File: config.mk
export PLATFORM = sky130hd
export DESIGN_NAME = clk_period_meter
export DESIGN_NICKNAME = d
export VERILOG_FILES = /design/src/rtl/clk_meter_pkg.sv /design/src/rtl/clk_period_meter_edge_sync.sv /design/src/rtl/clk_period_meter.sv
export SDC_FILE = /design/constraint.sdc
export NUM_CORES = 1
export LEC_CHECK = 0
export CAP_MARGIN = 0
export CORE_MARGIN = 2
export CORE_UTILIZATION = 51
export CTS_CLUSTER_SIZE = 14
export DETAILED_ROUTE_END_ITERATION = 10
export GPL_ROUTABILITY_DRIVEN = 0
export GPL_TIMING_DRIVEN = 0
export PLACE_DENSITY = 0.88
export SLEW_MARGIN = 30
export SYNTH_ARGS = -nofsm -noshare
export SYNTH_HDL_FRONTEND = slang
export SYNTH_SLANG_ARGS = --single-unit
export TNS_END_PERCENT = 10
File: constraint.sdc
create_clock -name clk_in -period 2.4 [get_ports clk_in]
set_clock_uncertainty 0.1 [all_clocks]
set_input_delay 0.48 -clock clk_in [delete_from_list [all_inputs] [get_ports clk_in]]
set_output_delay 0.48 -clock clk_in [all_outputs]
set_load 0.02 [all_outputs]
File: src/rtl/clk_meter_pkg.sv
// Shared types and helpers for the clock period meter.
package clk_meter_pkg;

    typedef enum logic [1:0] {
        S_IDLE    = 2'b00,
        S_ARM     = 2'b01,
        S_MEAS    = 2'b10,
        S_TIMEOUT = 2'b11
    } meter_state_t;

    localparam int DEFAULT_CNT_W = 32;

    function automatic logic maj3(input logic a, input logic b, input logic c);
        return (a & b) | (a & c) | (b & c);
    endfunction

endpackage

File: src/rtl/clk_period_meter_edge_sync.sv
// Synchronizer, optional 3-tap majority glitch filter (CLK_METER_FILTER_EN) and
// delay flop producing the level and single-cycle rise/fall pulses of sig_in.
module edge_sync
    import clk_meter_pkg::*;
#(
    parameter int SYNC_STAGES = 2
) (
    input  logic clk_in,
    input  logic reset,
    input  logic sig_in,
    output logic level,
    output logic rise,
    output logic fall
);

    if (SYNC_STAGES < 32'sd2) begin : g_bad_stages
        $error("edge_sync: SYNC_STAGES must be at least 2");
    end

    logic [SYNC_STAGES-1:0] sync_r;
    logic                   synced_s;
    logic                   filt_s;
    logic                   dly_r;

    // Synchronizer chain; only sync_r[0] samples the asynchronous input.
    always_ff @(posedge clk_in) begin
        if (reset) begin
            sync_r <= {SYNC_STAGES{1'b0}};
        end else begin
            sync_r <= {sync_r[SYNC_STAGES-2:0], sig_in};
        end
    end

    assign synced_s = sync_r[SYNC_STAGES-1];

`ifdef CLK_METER_FILTER_EN
    logic [1:0] tap_r;
    logic       flt_r;

    // Majority of three consecutive synced samples; a lone 1-cycle pulse never wins.
    always_ff @(posedge clk_in) begin
        if (reset) begin
            tap_r <= 2'b00;
            flt_r <= 1'b0;
        end else begin
            tap_r <= {tap_r[0], synced_s};
            flt_r <= maj3(synced_s, tap_r[0], tap_r[1]);
        end
    end

    assign filt_s = flt_r;
`else
    assign filt_s = synced_s;
`endif

    // Previous-cycle copy of the (filtered) level for edge detection.
    always_ff @(posedge clk_in) begin
        if (reset) begin
            dly_r <= 1'b0;
        end else begin
            dly_r <= filt_s;
        end
    end

    assign level = filt_s;
    assign rise  = filt_s & ~dly_r;
    assign fall  = ~filt_s & dly_r;

endmodule

File: src/rtl/clk_period_meter.sv
// Measures period and high time of a slow signal in clk_in cycles, with loss-of-signal
// timeout. Optional input glitch filter is enabled by defining CLK_METER_FILTER_EN.
module clk_period_meter
    import clk_meter_pkg::*;
#(
    parameter int CNT_W       = DEFAULT_CNT_W,
    parameter int TIMEOUT     = 1000000,
    parameter int SYNC_STAGES = 2
) (
    input  logic             clk_in,
    input  logic             reset,
    input  logic             sig_in,
    input  logic             enable,
    output logic [CNT_W-1:0] period_out,
    output logic [CNT_W-1:0] high_out,
    output logic             meas_valid,
    output logic             timeout,
    output logic [1:0]       state_out
);

    if (((TIMEOUT >> CNT_W) != 32'sd0) || (TIMEOUT < 32'sd1)) begin : g_bad_timeout
        $error("clk_period_meter: TIMEOUT must be in 1 .. 2**CNT_W-1");
    end

    localparam logic [CNT_W-1:0] CNT_ZERO = {CNT_W{1'b0}};
    localparam logic [CNT_W-1:0] CNT_ONE  = {{(CNT_W-1){1'b0}}, 1'b1};
    // ARM starts counting at 0, MEAS at 1 on the rise edge; both thresholds
    // therefore fire TIMEOUT cycles after their reference point.
    localparam logic [CNT_W-1:0] LIM_ARM  = CNT_W'(TIMEOUT - 32'sd1);
    localparam logic [CNT_W-1:0] LIM_MEAS = CNT_W'(TIMEOUT);

    logic         level_s;
    logic         rise_s;
    logic         fall_unused_s;

    meter_state_t     state_r;
    logic [CNT_W-1:0] cnt_r;
    logic [CNT_W-1:0] hcnt_r;

    edge_sync #(
        .SYNC_STAGES (SYNC_STAGES)
    ) u_edge_sync (
        .clk_in (clk_in),
        .reset  (reset),
        .sig_in (sig_in),
        .level  (level_s),
        .rise   (rise_s),
        .fall   (fall_unused_s)
    );

    // Measurement FSM, counters and output registers; reset > enable > rise > timeout.
    always_ff @(posedge clk_in) begin
        if (reset) begin
            state_r    <= S_IDLE;
            cnt_r      <= CNT_ZERO;
            hcnt_r     <= CNT_ZERO;
            period_out <= CNT_ZERO;
            high_out   <= CNT_ZERO;
            meas_valid <= 1'b0;
            timeout    <= 1'b0;
        end else if (!enable) begin
            state_r    <= S_IDLE;
            cnt_r      <= CNT_ZERO;
            hcnt_r     <= CNT_ZERO;
            meas_valid <= 1'b0;
            timeout    <= 1'b0;
        end else begin
            meas_valid <= 1'b0;
            case (state_r)
                S_IDLE: begin
                    state_r <= S_ARM;
                    cnt_r   <= CNT_ZERO;
                    hcnt_r  <= CNT_ZERO;
                    timeout <= 1'b0;
                end
                S_ARM: begin
                    if (rise_s) begin
                        state_r <= S_MEAS;
                        cnt_r   <= CNT_ONE;
                        hcnt_r  <= CNT_ONE;
                    end else if (cnt_r == LIM_ARM) begin
                        state_r <= S_TIMEOUT;
                        timeout <= 1'b1;
                    end else begin
                        cnt_r <= cnt_r + CNT_ONE;
                    end
                end
                S_MEAS: begin
                    if (rise_s) begin
                        period_out <= cnt_r;
                        high_out   <= hcnt_r;
                        meas_valid <= 1'b1;
                        cnt_r      <= CNT_ONE;
                        hcnt_r     <= CNT_ONE;
                    end else if (cnt_r == LIM_MEAS) begin
                        state_r <= S_TIMEOUT;
                        timeout <= 1'b1;
                    end else begin
                        cnt_r  <= cnt_r + CNT_ONE;
                        hcnt_r <= hcnt_r + {{(CNT_W-1){1'b0}}, level_s};
                    end
                end
                S_TIMEOUT: begin
                    if (rise_s) begin
                        state_r <= S_MEAS;
                        cnt_r   <= CNT_ONE;
                        hcnt_r  <= CNT_ONE;
                        timeout <= 1'b0;
                    end else begin
                        timeout <= 1'b1;
                    end
                end
                default: begin
                    state_r <= S_IDLE;
                    cnt_r   <= CNT_ZERO;
                    hcnt_r  <= CNT_ZERO;
                    timeout <= 1'b0;
                end
            endcase
        end
    end

    assign state_out = state_r;

endmodule

==> results of run 1 <==
-- layer usage --
metal | up-vias | part of all wire | global-route usage
met4 | 0 | 0.061 | 0.1492
met3 | 146 | 0.11 | 0.07113
met2 | 548 | 0.44 | 0.4507
met1 | 3247 | 0.39 | 0.3799
met5 | - | 0 | 0
li1 | 3124 | - | -
-- kinds of logic (layout without fill, tap and decap cells) --
logic type | Yosys count | count (layout)
AOI/OAI and AO/OA | 215 | 215
xor gates and xnor gates | 5 | 5
adders and majority gates | 9 | 9
DFF | 135 | 135
and+or+nand+nor | 359 | 359
buffers and inverters | 72 | 183
-- final cells by class --
type,count,area (µm²),share of cell area
plain buffers,54,276.5,0.03329
clock buffers,22,464.2,0.05589
clock inverters,9,125.1,0.01506
inverters,13,51.30,0.006177
multi-input cells,588,3615,0.4352
flip-flops and latches,135,2725,0.3281
well taps,168,210.2,0.02531
repair buffers,85,838.3,0.1009
-- worst paths after layout --
path         slack (ns)                     to                   from
min reg2reg        0.35  u_edge_sync.sync_r[1]  u_edge_sync.sync_r[0]
min                0.35  u_edge_sync.sync_r[1]  u_edge_sync.sync_r[0]
max reg2reg       -0.08              cnt_r[26]              cnt_r[12]
max               -0.08              cnt_r[26]              cnt_r[12]
-- metrics by stage --
step           hold WS, ns  setup WS, ns
6_report            0.3476      -0.08260
5_1_grt             0.3612       -0.1446
4_1_cts             0.3535      -0.02061
3_5_place_dp        0.3458       -0.3931
3_3_place_gp        0.3271       -0.3412
2_1_floorplan       0.3138      0.001056
-- repair_timing --
item                       CTS  global route
hold buffers                 0             0
gates resized for setup     30            60
cloned                       0             2
pin swaps                    5            11
buffers inserted             4             9
setup endpoints to repair  124           127
-- power groups by stage --
stage	clock [mW]	sequential, mW	combinational (mW)
floorplan	0	2.31	0.181
global placement	0	2.31	0.272
detailed placement	0	2.31	0.276
CTS	2.63	2.26	0.290
global route	2.72	2.26	0.355
finish	2.64	2.26	0.346
-- registers in the layout, indices dropped and copies added (netlist names) --
| signal | cells |
|---|---|
| period_out | 32 |
| u_edge_sync.dly_r | 1 |
| state_out | 2 |
| u_edge_sync.sync_r | 2 |
| cnt_r | 32 |
| meas_valid | 1 |
| timeout | 1 |
| hcnt_r | 32 |
| high_out | 32 |
-- placed cells by master (no fill, tap or decap), drive strengths merged, types with 18 or more instances in the layout --
cell type and instances:
a31oi 18, or4 18, nand4 24, dfxtp 135, nor2 35, nand3 35
nand2 165, o21ai 24, a21oi 95, nor3 24, clkdlybuf4s50 70, clkbuf 59
buf 31
==> impl_summary.txt, run 1 <==
----------------------------------------------------
[Run status]
  Result of the run ... finished, violations left
  Violations in the final reports ... negative setup slack

[Layout]
  Antenna Cells ... 0
  Post-layout net count ... roughly 900
  Area growth from synthesis to layout ... 29.98%
  Layout cells sized above 1 ... 0.1435
  Non-filler instance count after layout ... ~1100
  Final design area excluding fillers ... 8305 µm²
  Filler cell count in the final layout ... 906
  Final standard cell utilization of the core ... 0.6857

[GRT]
  Antenna violations before repair ... 0
  Maximum number of pins on one net before global-route repair ... 17
  Overflow after GRT ... 0
  Number of global-route vias before repair ... slightly above 6000
  Global Route Usage Sum ... 0.2915
  Wire length of the first global-routing pass ... 30.97 mm

[Logic synthesis]
  Share of synthesized area occupied by flip-flops and latches ... 0.4229
  Combinational family with the most area after synthesis ... simple AND/OR/NAND/NOR gates
  Post-synthesis compound-gate area fraction ... 0.2252
  Simple-gate share of the synthesized area ... 0.2812
  Number of flops mapped to enable cells by yosys ... 0
  Area share of xor/xnor cells in the synthesized design ... 0.006853
  Async set or reset register ratio after synthesis ... 0
  Share of synthesized area spent on multiplexers ... 0
  Prevailing post-synth register cell ... sky130_fd_sc_hd__dfxtp_1
  Warning count from the yosys run ... 0
  Cell with the most instances after synthesis ... sky130_fd_sc_hd__nand2_1
  Cell taking the most area after synthesis ... sky130_fd_sc_hd__dfxtp_1
  Distinct cell type count after synthesis ... 64
  Top post-synthesis cells by count ... sky130_fd_sc_hd__nand2_1 (165), sky130_fd_sc_hd__dfxtp_1 (135), sky130_fd_sc_hd__a21oi_1 (95)
  Number of storage elements in the synthesis netlist ... around 140
  Dominant cells by area after synthesis ... sky130_fd_sc_hd__dfxtp_1 (42%), sky130_fd_sc_hd__nand2_1 (9.7%), sky130_fd_sc_hd__a21oi_1 (7.4%)
  Fraction of post-synthesis cell area in the top cell type by area ... 0.4229
  Avg Synthesized Cell Area ... around 8 µm²
  Synth Instances ... 795
  Post-synth net total ... between 800 and 900
  Cell area after synthesis ... roughly 6400 µm²
  Fraction of the mapped netlist area in adder cells ... 0.01762

[STA]
  Highest clock rate ... 0.4028 GHz
  Final Max Tran Viols ... 0
  Final Hold Viols ... 0
  RSZ-0062 raised after global routing ... true
  Final setup slack of the worst path ... -0.08260 ns
  Final cycle utilization of the critical path ... 1.034
  Worst-margin pin slew ... about 0.78 ns
  Worst max-slew margin expressed relative to the limit ... 0.4794
  Total setup violations reported at the end of the flow ... 5
  Shortest clock period the worst path allows after layout ... approximately 2.5 ns
  Fin Setup TNS ... -0.1725 ns

[Critical path]
  Crit path max-delay cell type ... sky130_fd_sc_hd__or4_4
  Cell-by-cell listing of the critical path ... nand3_1 > or4_4 > or3_1 > or4_1 > a21oi_1
  Worst path required time ... roughly 2.7 ns
  Largest fanout of any net on the critical path ... 7
  CP max stage delay ... roughly 0.62 ns
  Worst setup EP type ... flop
  Data arrival at the endpoint of the critical path ... between 2 and 3 ns
  Cell depth of the worst flop-to-flop path ... 5
  Family with the most delay on the worst path ... simple AND/OR/NAND/NOR gates
  Total stage count of the critical path ... 5
  Setup CP Type ... flop to flop
  Number of buffers and inverters on the critical path ... 0
  Critical Path Source Type ... flop

[Floorplan]
  Cell Rows ... 40
  Starting density of the core ... 0.5276
  Die Area ... between 10000 and 15000 µm²
  Die boundary height ... 115.9 µm
  Die X-Extent ... 115.9 µm
  Area of the placeable core ... between 10000 and 15000 µm²
  Boundary Pins ... around 70

[Power and ir drop]
  Part of the power in the clock network ... 0.503
  Proportion of power drawn by flip-flops and latches ... 0.432
  Switching share of total power ... 0.2324
  Switching pwr ... approximately 1.2 mW
  Pwr Total ... around 5.2 mW
  Power Density ... about 630 nW/µm²
  Logic gate share of total power ... 0.066
  LEAKAGE ... between 2 and 3 nW
  Cell internal power dissipation ... 4.025 mW
  VDD IR-drop max ... just under 0.4 mV

[Min path]
  Worst hold path type ... flop to flop
  Cell depth of the worst min-delay path ... 1

[Route]
  DRT iter0 DRCs ... 1258
  DRT Pass-1 Iters ... 8
  Post-detailed-route wirelength per cell ... around 19 µm
  Drt via density ... ~6.6
  Count of antenna-violating nets left after detailed routing ... 0
  Drt total wl ... 20.67 mm
  Routed via count ... ~7000
  Remaining design rule violation count ... 0

[CTS]
  Max H-tree Level ... 4
  CTS tree ... done
  Clock latency at the later pin of the worst-skew pair ... ~0.43 ns
  TritonCTS buffer count ... 17
  CTS sink cnt ... between 100 and 150
  Maximum buffer depth of the clock tree ... 2
  CTS Root Buffer Type ... sky130_fd_sc_hd__clkbuf_16
  Clock transition at path regs ... 0.06 ns

[Flow run]
  MaxCap Viol Count ... 0

[Placement]
  Count of input and output buffers ... 70
  Post-Place Cells ... roughly 1000
  Placed cell areas ... between 7000 and 8000 µm²
  Estimated wirelength of the detail-placed design ... roughly 13 mm

----------------------------------------------------
Note: power is estimated with default switching activity, not from simulation.
==> inputs of run 2 (changes only) <==
- PLACE_DENSITY: 0.88 -> 0.76
==> impl_summary.txt, run 2 (synthesized netlist as in run 1, its figures left out) <==
----------------------------------------------------
[Run status]
  Result of the run ... finished, violations left (unchanged)
  Violations in the final reports ... negative setup slack (unchanged)

[Floorplan]
  Starting density of the core ... 0.5276 (unchanged)
  Die X-Extent ... 115.9 µm (unchanged)
  Boundary Pins ... 72 (unchanged)
  Cell Rows ... 40 (unchanged)
  Die boundary height ... 115.9 µm (unchanged)
  Area of the placeable core ... 12110 µm² (unchanged)
  Die Area ... 13440 µm² (unchanged)

[Min path]
  Cell depth of the worst min-delay path ... 1 (unchanged)
  Worst hold path type ... flop to flop (unchanged)

[Route]
  Routed via count ... 6698 (was 7065)
  Count of antenna-violating nets left after detailed routing ... 0 (unchanged)
  Remaining design rule violation count ... 0 (unchanged)
  Post-detailed-route wirelength per cell ... 17.87 µm (was 19.24 µm)
  Drt via density ... 6.225 (was 6.578)
  DRT Pass-1 Iters ... 6 (was 8)
  DRT iter0 DRCs ... 601 (was 1258)
  Drt total wl ... 19.22 mm (was 20.67 mm)

[Critical path]
  Critical Path Source Type ... primary input (was flop)
  Worst Setup SP ... enable (was cnt_r[12])
  Worst path required time ... 2.58 ns (was 2.65 ns)
  Worst setup EP type ... flop (unchanged)
  Data arrival at the endpoint of the critical path ... 2.59 ns (was 2.74 ns)
  Start of the worst register-to-register path ... state_out[0] (was cnt_r[12])
  Cell depth of the worst flop-to-flop path ... 8 (was 5)
  Flop-to-flop setup slack ... 0.01 ns (was -0.08 ns)
  Largest fanout of any net on the critical path ... 10 (was 7)
  Crit path capture ... hcnt_r[26] (was cnt_r[26])
  Setup CP Type ... primary input to flop (was flop to flop)
  Worst reg2reg path endpoint ... cnt_r[8] (was cnt_r[26])

[CTS]
  Maximum buffer depth of the clock tree ... 2 (unchanged)
  CTS Root Buffer Type ... sky130_fd_sc_hd__clkbuf_16 (unchanged)
  Count of hold-fix buffers inserted at cts ... 0 (unchanged)
  CTS sink cnt ... 135 (unchanged)
  Clock latency at the later pin of the worst-skew pair ... 0.44 ns (was 0.43 ns)
  CTS tree ... done (unchanged)
  TritonCTS buffer count ... 17 (unchanged)
  Clock transition at path regs ... 0.06 ns (about the same)
  Max H-tree Level ... 4 (unchanged)

[Layout]
  Post-layout net count ... 908 (was 907)
  Register cell area after layout ... 2720 µm² (was 2725 µm²)
  Layout cells sized above 1 ... 0.1542 (was 0.1435)
  Area growth from synthesis to layout ... 31.56% (was 29.98%)
  Antenna Cells ... 0 (unchanged)
  Leading cell types in the layout, fill and taps excluded ... sky130_fd_sc_hd__nand2_1 (163), sky130_fd_sc_hd__dfxtp_1 (125), sky130_fd_sc_hd__a21oi_1 (93), sky130_fd_sc_hd__clkdlybuf4s50_1 (70), sky130_fd_sc_hd__nor2_1 (33) (was sky130_fd_sc_hd__nand2_1 (163), sky130_fd_sc_hd__dfxtp_1 (125), sky130_fd_sc_hd__a21oi_1 (94), sky130_fd_sc_hd__clkdlybuf4s50_1 (70), sky130_fd_sc_hd__nor2_1 (32))
  Total area of multi-input combinational cells ... 3660 µm² (was 3615 µm²)
  Filler cell count in the final layout ... 997 (was 906)
  Most common cell after layout, fill and taps aside ... sky130_fd_sc_hd__nand2_1 (unchanged)
  Final design area excluding fillers ... 8407 µm² (was 8305 µm²)

[STA]
  Worst-margin pin slew ... 0.7355 ns (was 0.7781 ns)
  Final setup slack of the worst path ... -0.01128 ns (was -0.08260 ns)
  Worst max-slew margin expressed relative to the limit ... 0.5079 (was 0.4794)
  Fin Hold WS ... 0.3379 ns (was 0.3476 ns)
  Highest clock rate ... 0.4147 GHz (was 0.4028 GHz)
  Final cycle utilization of the critical path ... 1.005 (was 1.034)
  Final Max Tran Viols ... 0 (unchanged)
  Total setup violations reported at the end of the flow ... 2 (was 5)
  Final Hold Viols ... 0 (unchanged)
  Shortest clock period the worst path allows after layout ... 2.411 ns (was 2.483 ns)
  RSZ-0062 raised after global routing ... true (unchanged)

[GRT]
  Maximum number of pins on one net before global-route repair ... 17 (unchanged)
  Overflow after GRT ... 0 (unchanged)
  Global Route Usage Sum ... 0.2884 (was 0.2915)
  Antenna violations before repair ... 0 (unchanged)
  Number of global-route vias before repair ... 6323 (was 6220)
  Wire length of the first global-routing pass ... 30.73 mm (was 30.97 mm)

[Flow run]
  MaxCap Viol Count ... 0 (unchanged)

[Placement]
  Placed cell areas ... 7303 µm² (unchanged)
  Estimated wirelength of the detail-placed design ... 12.85 mm (was 12.61 mm)
  Count of input and output buffers ... 70 (unchanged)

[Power and ir drop]
  Power Density ... 664.2 nW/µm² (was 631.4 nW/µm²)
  VDD IR-drop max ... 0.4089 mV (was 0.3874 mV)
  LEAKAGE ... 2.633 nW (was 2.604 nW)

----------------------------------------------------
-- run 2: layout make-up --
cell class | count | share of cell area
plain buffers | 54 | 0.03170
clock buffers | 17 | 0.05060
clock inverters | 15 | 0.02962
inverters | 13 | 0.006102
multi-input cells | 588 | 0.4353
flip-flops and latches | 135 | 0.3236
well taps | 168 | 0.02500
repair buffers | 86 | 0.09808
-- run 2: repair_timing --
action,in CTS,in global routing
gates resized for setup,25,62
pin swaps,5,8
endpoints found under the setup margin,124,127
setup buffers,7,9
-- run 2: worst min-delay path by stage --
stage / start / end / slack [ns]
after floorplan: u_edge_sync.sync_r[0] / u_edge_sync.sync_r[1] / 0.31
after global routing: u_edge_sync.sync_r[0] / u_edge_sync.sync_r[1] / 0.35
after CTS: u_edge_sync.sync_r[0] / u_edge_sync.sync_r[1] / 0.34
final: u_edge_sync.sync_r[0] / u_edge_sync.sync_r[1] / 0.34
after global placement: u_edge_sync.sync_r[0] / u_edge_sync.sync_r[1] / 0.33
after detailed placement: u_edge_sync.sync_r[0] / u_edge_sync.sync_r[1] / 0.33
-- run 2: critical path, stage by stage --
cell and delay, ns:
sky130_fd_sc_hd__clkdlybuf4s50_1 0.51, sky130_fd_sc_hd__nand2b_1 0.31, sky130_fd_sc_hd__clkbuf_1 0.54, sky130_fd_sc_hd__buf_1 0.60
sky130_fd_sc_hd__nor3_1 0.16
-- run 2: metal layers --
layer,GRT usage,vias up,part of all wire
met5,0,-,0
met4,0.1468,0,0.031
met3,0.06119,60,0.074
met2,0.4897,326,0.50
met1,0.3453,3194,0.40
li1,-,3118,-
-- run 2: metrics by stage --
step,util,setup slack [ns],setup TNS [ns],instances,power (mW)
final,0.6941,-0.01128,-0.01265,1076,5.584
after global routing,0.6941,-0.04693,-0.2353,1076,5.723
after CTS,0.6696,-0.1125,-1.510,1070,5.551
after detailed placement,0.6030,-0.3890,-23.83,1033,2.587
after global placement,0.6029,-0.3252,-18.76,1033,2.580
after floorplan,-,0.001056,0,795,2.492
-- run 2: power by group --
part           leakage (nW)  switching (mW)  internal, mW  total, mW
clock network         0.324            1.04          1.95       3.00
logic                  1.22           0.227         0.100      0.327
registers              1.09          0.0134          2.25       2.26
==> inputs of run 3 (changes only) <==
- CTS_CLUSTER_DIAMETER: default -> 150
- GPL_ROUTABILITY_DRIVEN: 0 -> default
==> impl_summary.txt, run 3 (synthesized netlist as in run 1, its figures left out) <==
----------------------------------------------------
[Power and ir drop]
  Proportion of power drawn by flip-flops and latches ... 0.410 (was 0.405)
  Part of the power in the clock network ... 0.532 (was 0.536)
  Cell internal power dissipation ... 4.326 mW (was 4.301 mW)
  VDD IR-drop max ... 0.3899 mV (was 0.4089 mV)
  Switching share of total power ... 0.2146 (was 0.2296)
  Power Density ... 665.3 nW/µm² (was 664.2 nW/µm²)
  LEAKAGE ... 2.611 nW (was 2.633 nW)
  Logic gate share of total power ... 0.058 (was 0.059)
  Switching pwr ... 1.182 mW (was 1.282 mW)

[Critical path]
  CP max stage delay ... 0.52 ns (was 0.60 ns)
  Cell-by-cell listing of the critical path ... inv_1 > ha_2 > inv_1 > or3_1 > clkbuf_2 > or4_1 > a21oi_1 (was clkdlybuf4s50_1 > nand2b_1 > clkbuf_1 > buf_1 > nor3_1)
  Crit path max-delay cell type ... sky130_fd_sc_hd__or4_1 (was sky130_fd_sc_hd__buf_1)
  Family with the most delay on the worst path ... simple AND/OR/NAND/NOR gates (was buffers and inverters)
  Number of buffers and inverters on the critical path ... 3 (unchanged)
  Flop-to-flop setup slack ... -0.01 ns (was 0.01 ns)
  Cell depth of the worst flop-to-flop path ... 7 (was 8)
  Critical Path Source Type ... flop (was primary input)
  Worst path required time ... 2.65 ns (was 2.58 ns)
  Most used cell along the critical path ... sky130_fd_sc_hd__inv_1
  Worst setup EP type ... flop (unchanged)
  Worst reg2reg path endpoint ... hcnt_r[29] (was cnt_r[8])
  Data arrival at the endpoint of the critical path ... 2.67 ns (was 2.59 ns)
  Total stage count of the critical path ... 7 (was 5)
  Start of the worst register-to-register path ... state_out[0] (unchanged)
  Largest fanout of any net on the critical path ... 10 (unchanged)
  Setup CP Type ... flop to flop (was primary input to flop)

[Route]
  Count of antenna-violating nets left after detailed routing ... 0 (unchanged)
  Drt via density ... 6.027 (was 6.225)
  Remaining design rule violation count ... 0 (unchanged)
  Post-detailed-route wirelength per cell ... 17.27 µm (was 17.87 µm)
  DRT Pass-1 Iters ... 7 (was 6)
  DRT iter0 DRCs ... 549 (was 601)
  Routed via count ... 6467 (was 6698)
  Drt total wl ... 18.53 mm (was 19.22 mm)

[Floorplan]
  Die Area ... 13440 µm² (unchanged)
  Area of the placeable core ... 12110 µm² (unchanged)
  Starting density of the core ... 0.5276 (unchanged)
  Cell Rows ... 40 (unchanged)
  Die X-Extent ... 115.9 µm (unchanged)
  Die boundary height ... 115.9 µm (unchanged)
  Boundary Pins ... 72 (unchanged)

[GRT]
  Global Route Usage Sum ... 0.2847 (was 0.2884)
  Met2 routing resource usage after global routing ... 0.4776 (was 0.4897)
  Grt met1 use ... 0.3474 (was 0.3453)
  Global route hottest layer ... met2 (unchanged)
  Maximum number of pins on one net before global-route repair ... 17 (unchanged)
  Met3 Resource Use GR ... 0.05282 (was 0.06119)
  Wire length of the first global-routing pass ... 30.10 mm (was 30.73 mm)
  Overflow after GRT ... 0 (unchanged)
  Number of global-route vias before repair ... 6117 (was 6323)
  Antenna violations before repair ... 0 (unchanged)

[Layout]
  Antenna Cells ... 0 (unchanged)
  Leading cell types in the layout, fill and taps excluded ... sky130_fd_sc_hd__nand2_1 (163), sky130_fd_sc_hd__dfxtp_1 (125), sky130_fd_sc_hd__a21oi_1 (95), sky130_fd_sc_hd__clkdlybuf4s50_1 (70), sky130_fd_sc_hd__nor2_1 (33) (was sky130_fd_sc_hd__nand2_1 (163), sky130_fd_sc_hd__dfxtp_1 (125), sky130_fd_sc_hd__a21oi_1 (93), sky130_fd_sc_hd__clkdlybuf4s50_1 (70), sky130_fd_sc_hd__nor2_1 (33))
  Area growth from synthesis to layout ... 29.55% (was 31.56%)
  Layout cells sized above 1 ... 0.1348 (was 0.1542)
  Most common cell after layout, fill and taps aside ... sky130_fd_sc_hd__nand2_1 (unchanged)
  Final design area excluding fillers ... 8278 µm² (was 8407 µm²)
  Post-layout net count ... 905 (was 908)

[Min path]
  Worst hold path type ... flop to flop (unchanged)
  Capture endpoint of the worst hold path ... u_edge_sync.sync_r[1] (unchanged)
  Cell depth of the worst min-delay path ... 1 (unchanged)
  Startpoint of the most critical hold path ... u_edge_sync.sync_r[0] (unchanged)

[CTS]
  CTS tree ... done (unchanged)
  Count of hold-fix buffers inserted at cts ... 0 (unchanged)
  CTS Root Buffer Type ... sky130_fd_sc_hd__clkbuf_16 (unchanged)
  TritonCTS buffer count ... 17 (unchanged)
  Max H-tree Level ... 4 (unchanged)
  Maximum buffer depth of the clock tree ... 2 (unchanged)
  Clock transition at path regs ... 0.06 ns (about the same)
  Clock latency at the later pin of the worst-skew pair ... 0.43 ns (was 0.44 ns)
  CTS sink cnt ... 135 (unchanged)

[STA]
  Worst-margin pin slew ... 0.7132 ns (was 0.7355 ns)
  Fin Hold WS ... 0.3409 ns (was 0.3379 ns)
  Final Hold Viols ... 0 (unchanged)
  Final setup slack of the worst path ... -0.01484 ns (was -0.01128 ns)
  Final Max Tran Viols ... 0 (unchanged)
  Worst max-slew margin expressed relative to the limit ... 0.5219 (was 0.5079)
  Shortest clock period the worst path allows after layout ... 2.415 ns (was 2.411 ns)
  Total setup violations reported at the end of the flow ... 1 (was 2)
  Highest clock rate ... 0.4141 GHz (was 0.4147 GHz)
  RSZ-0062 raised after global routing ... true (unchanged)
  Fin Setup TNS ... -0.01484 ns (was -0.01265 ns)
  Final cycle utilization of the critical path ... 1.006 (was 1.005)

[Placement]
  Global placer's final weighted congestion ... around 0.9
  Placed cell areas ... 7303 µm² (unchanged)
  Estimated wirelength of the detail-placed design ... 12.99 mm (was 12.85 mm)
  Count of input and output buffers ... 70 (unchanged)

[Flow run]
  MaxCap Viol Count ... 0 (unchanged)

[Run status]
  Result of the run ... finished, violations left (unchanged)
  Violations in the final reports ... negative setup slack (unchanged)

----------------------------------------------------
run 3: changes by cell type in the layout (fill, tap and decap cells not counted), sizes merged:
cell / delta
clkbuf: +8
clkinvlp: -1
inv: -3
buf: -3
clkinv: -3
bufinv: -1
run 3: how the worst max path moves through the flow:
| stage | start | slack (ns) | to |
|---|---|---|---|
| after global placement | enable | -0.34 | cnt_r[23] |
| after CTS | cnt_r[6] | -0.05 | cnt_r[17] |
| final | state_out[0] | -0.01 | hcnt_r[29] |
| after detailed placement | cnt_r[0] | -0.38 | cnt_r[23] |
| after global routing | cnt_r[20] | -0.12 | hcnt_r[14] |
| after floorplan | state_out[1] | 0.001 | hcnt_r[29] |
run 3: final cells by class:
| cell class | count | area, µm² |
|---|---|---|
| Multi-Input combinational cell | 588 | 3570 |
| Timing Repair Buffer | 81 | 787.0 |
| Clock inverter | 7 | 162.7 |
| Inverter | 13 | 48.80 |
| Tap cell | 168 | 210.2 |
| Fill cell | 1060 | 3834 |
| Buffer | 56 | 274.0 |
| Clock buffer | 25 | 505.5 |
| Sequential cell | 135 | 2720 |
run 3: per-stage QoR:
step	setup slack (ns)	total power [mW]	std cells	util
after floorplan	0.001056	2.492	795	-
after global routing	-0.1207	5.650	1073	0.6835
after global placement	-0.3353	2.582	1033	0.6029
after detailed placement	-0.3775	2.585	1033	0.6030
final	-0.01484	5.508	1073	0.6835
after CTS	-0.05441	5.508	1067	0.6705
run 3: timing repair:
action	CTS	global route
hold endpoints to repair	0	0
setup endpoints to repair	124	127
gates resized for setup	36	34
buffers inserted	3	8
pin swaps	4	7
run 3: worst register-to-register path: stages, from the launching register on:
cell                       delay [ns]
sky130_fd_sc_hd__dfxtp_2         0.36
sky130_fd_sc_hd__inv_1           0.13
sky130_fd_sc_hd__ha_2            0.32
sky130_fd_sc_hd__inv_1           0.09
sky130_fd_sc_hd__or3_1           0.42
sky130_fd_sc_hd__clkbuf_2        0.24
sky130_fd_sc_hd__or4_1           0.53
sky130_fd_sc_hd__a21oi_1         0.15
run 3: per-layer routing:
layer	part of all wire	routed length (µm)
met4	0.034	624
met3	0.072	1333
met2	0.49	9094
met5	0	0
met1	0.40	7479
run 3: power groups by stage:
| stage | Clock (mW) | Sequential [mW] | Combinational (mW) |
|---|---|---|---|
| after floorplan | 0 | 2.31 | 0.181 |
| after global placement | 0 | 2.31 | 0.275 |
| after detailed placement | 0 | 2.31 | 0.278 |
| after CTS | 2.95 | 2.26 | 0.295 |
| after global routing | 3.05 | 2.26 | 0.339 |
| final | 2.93 | 2.26 | 0.318 |
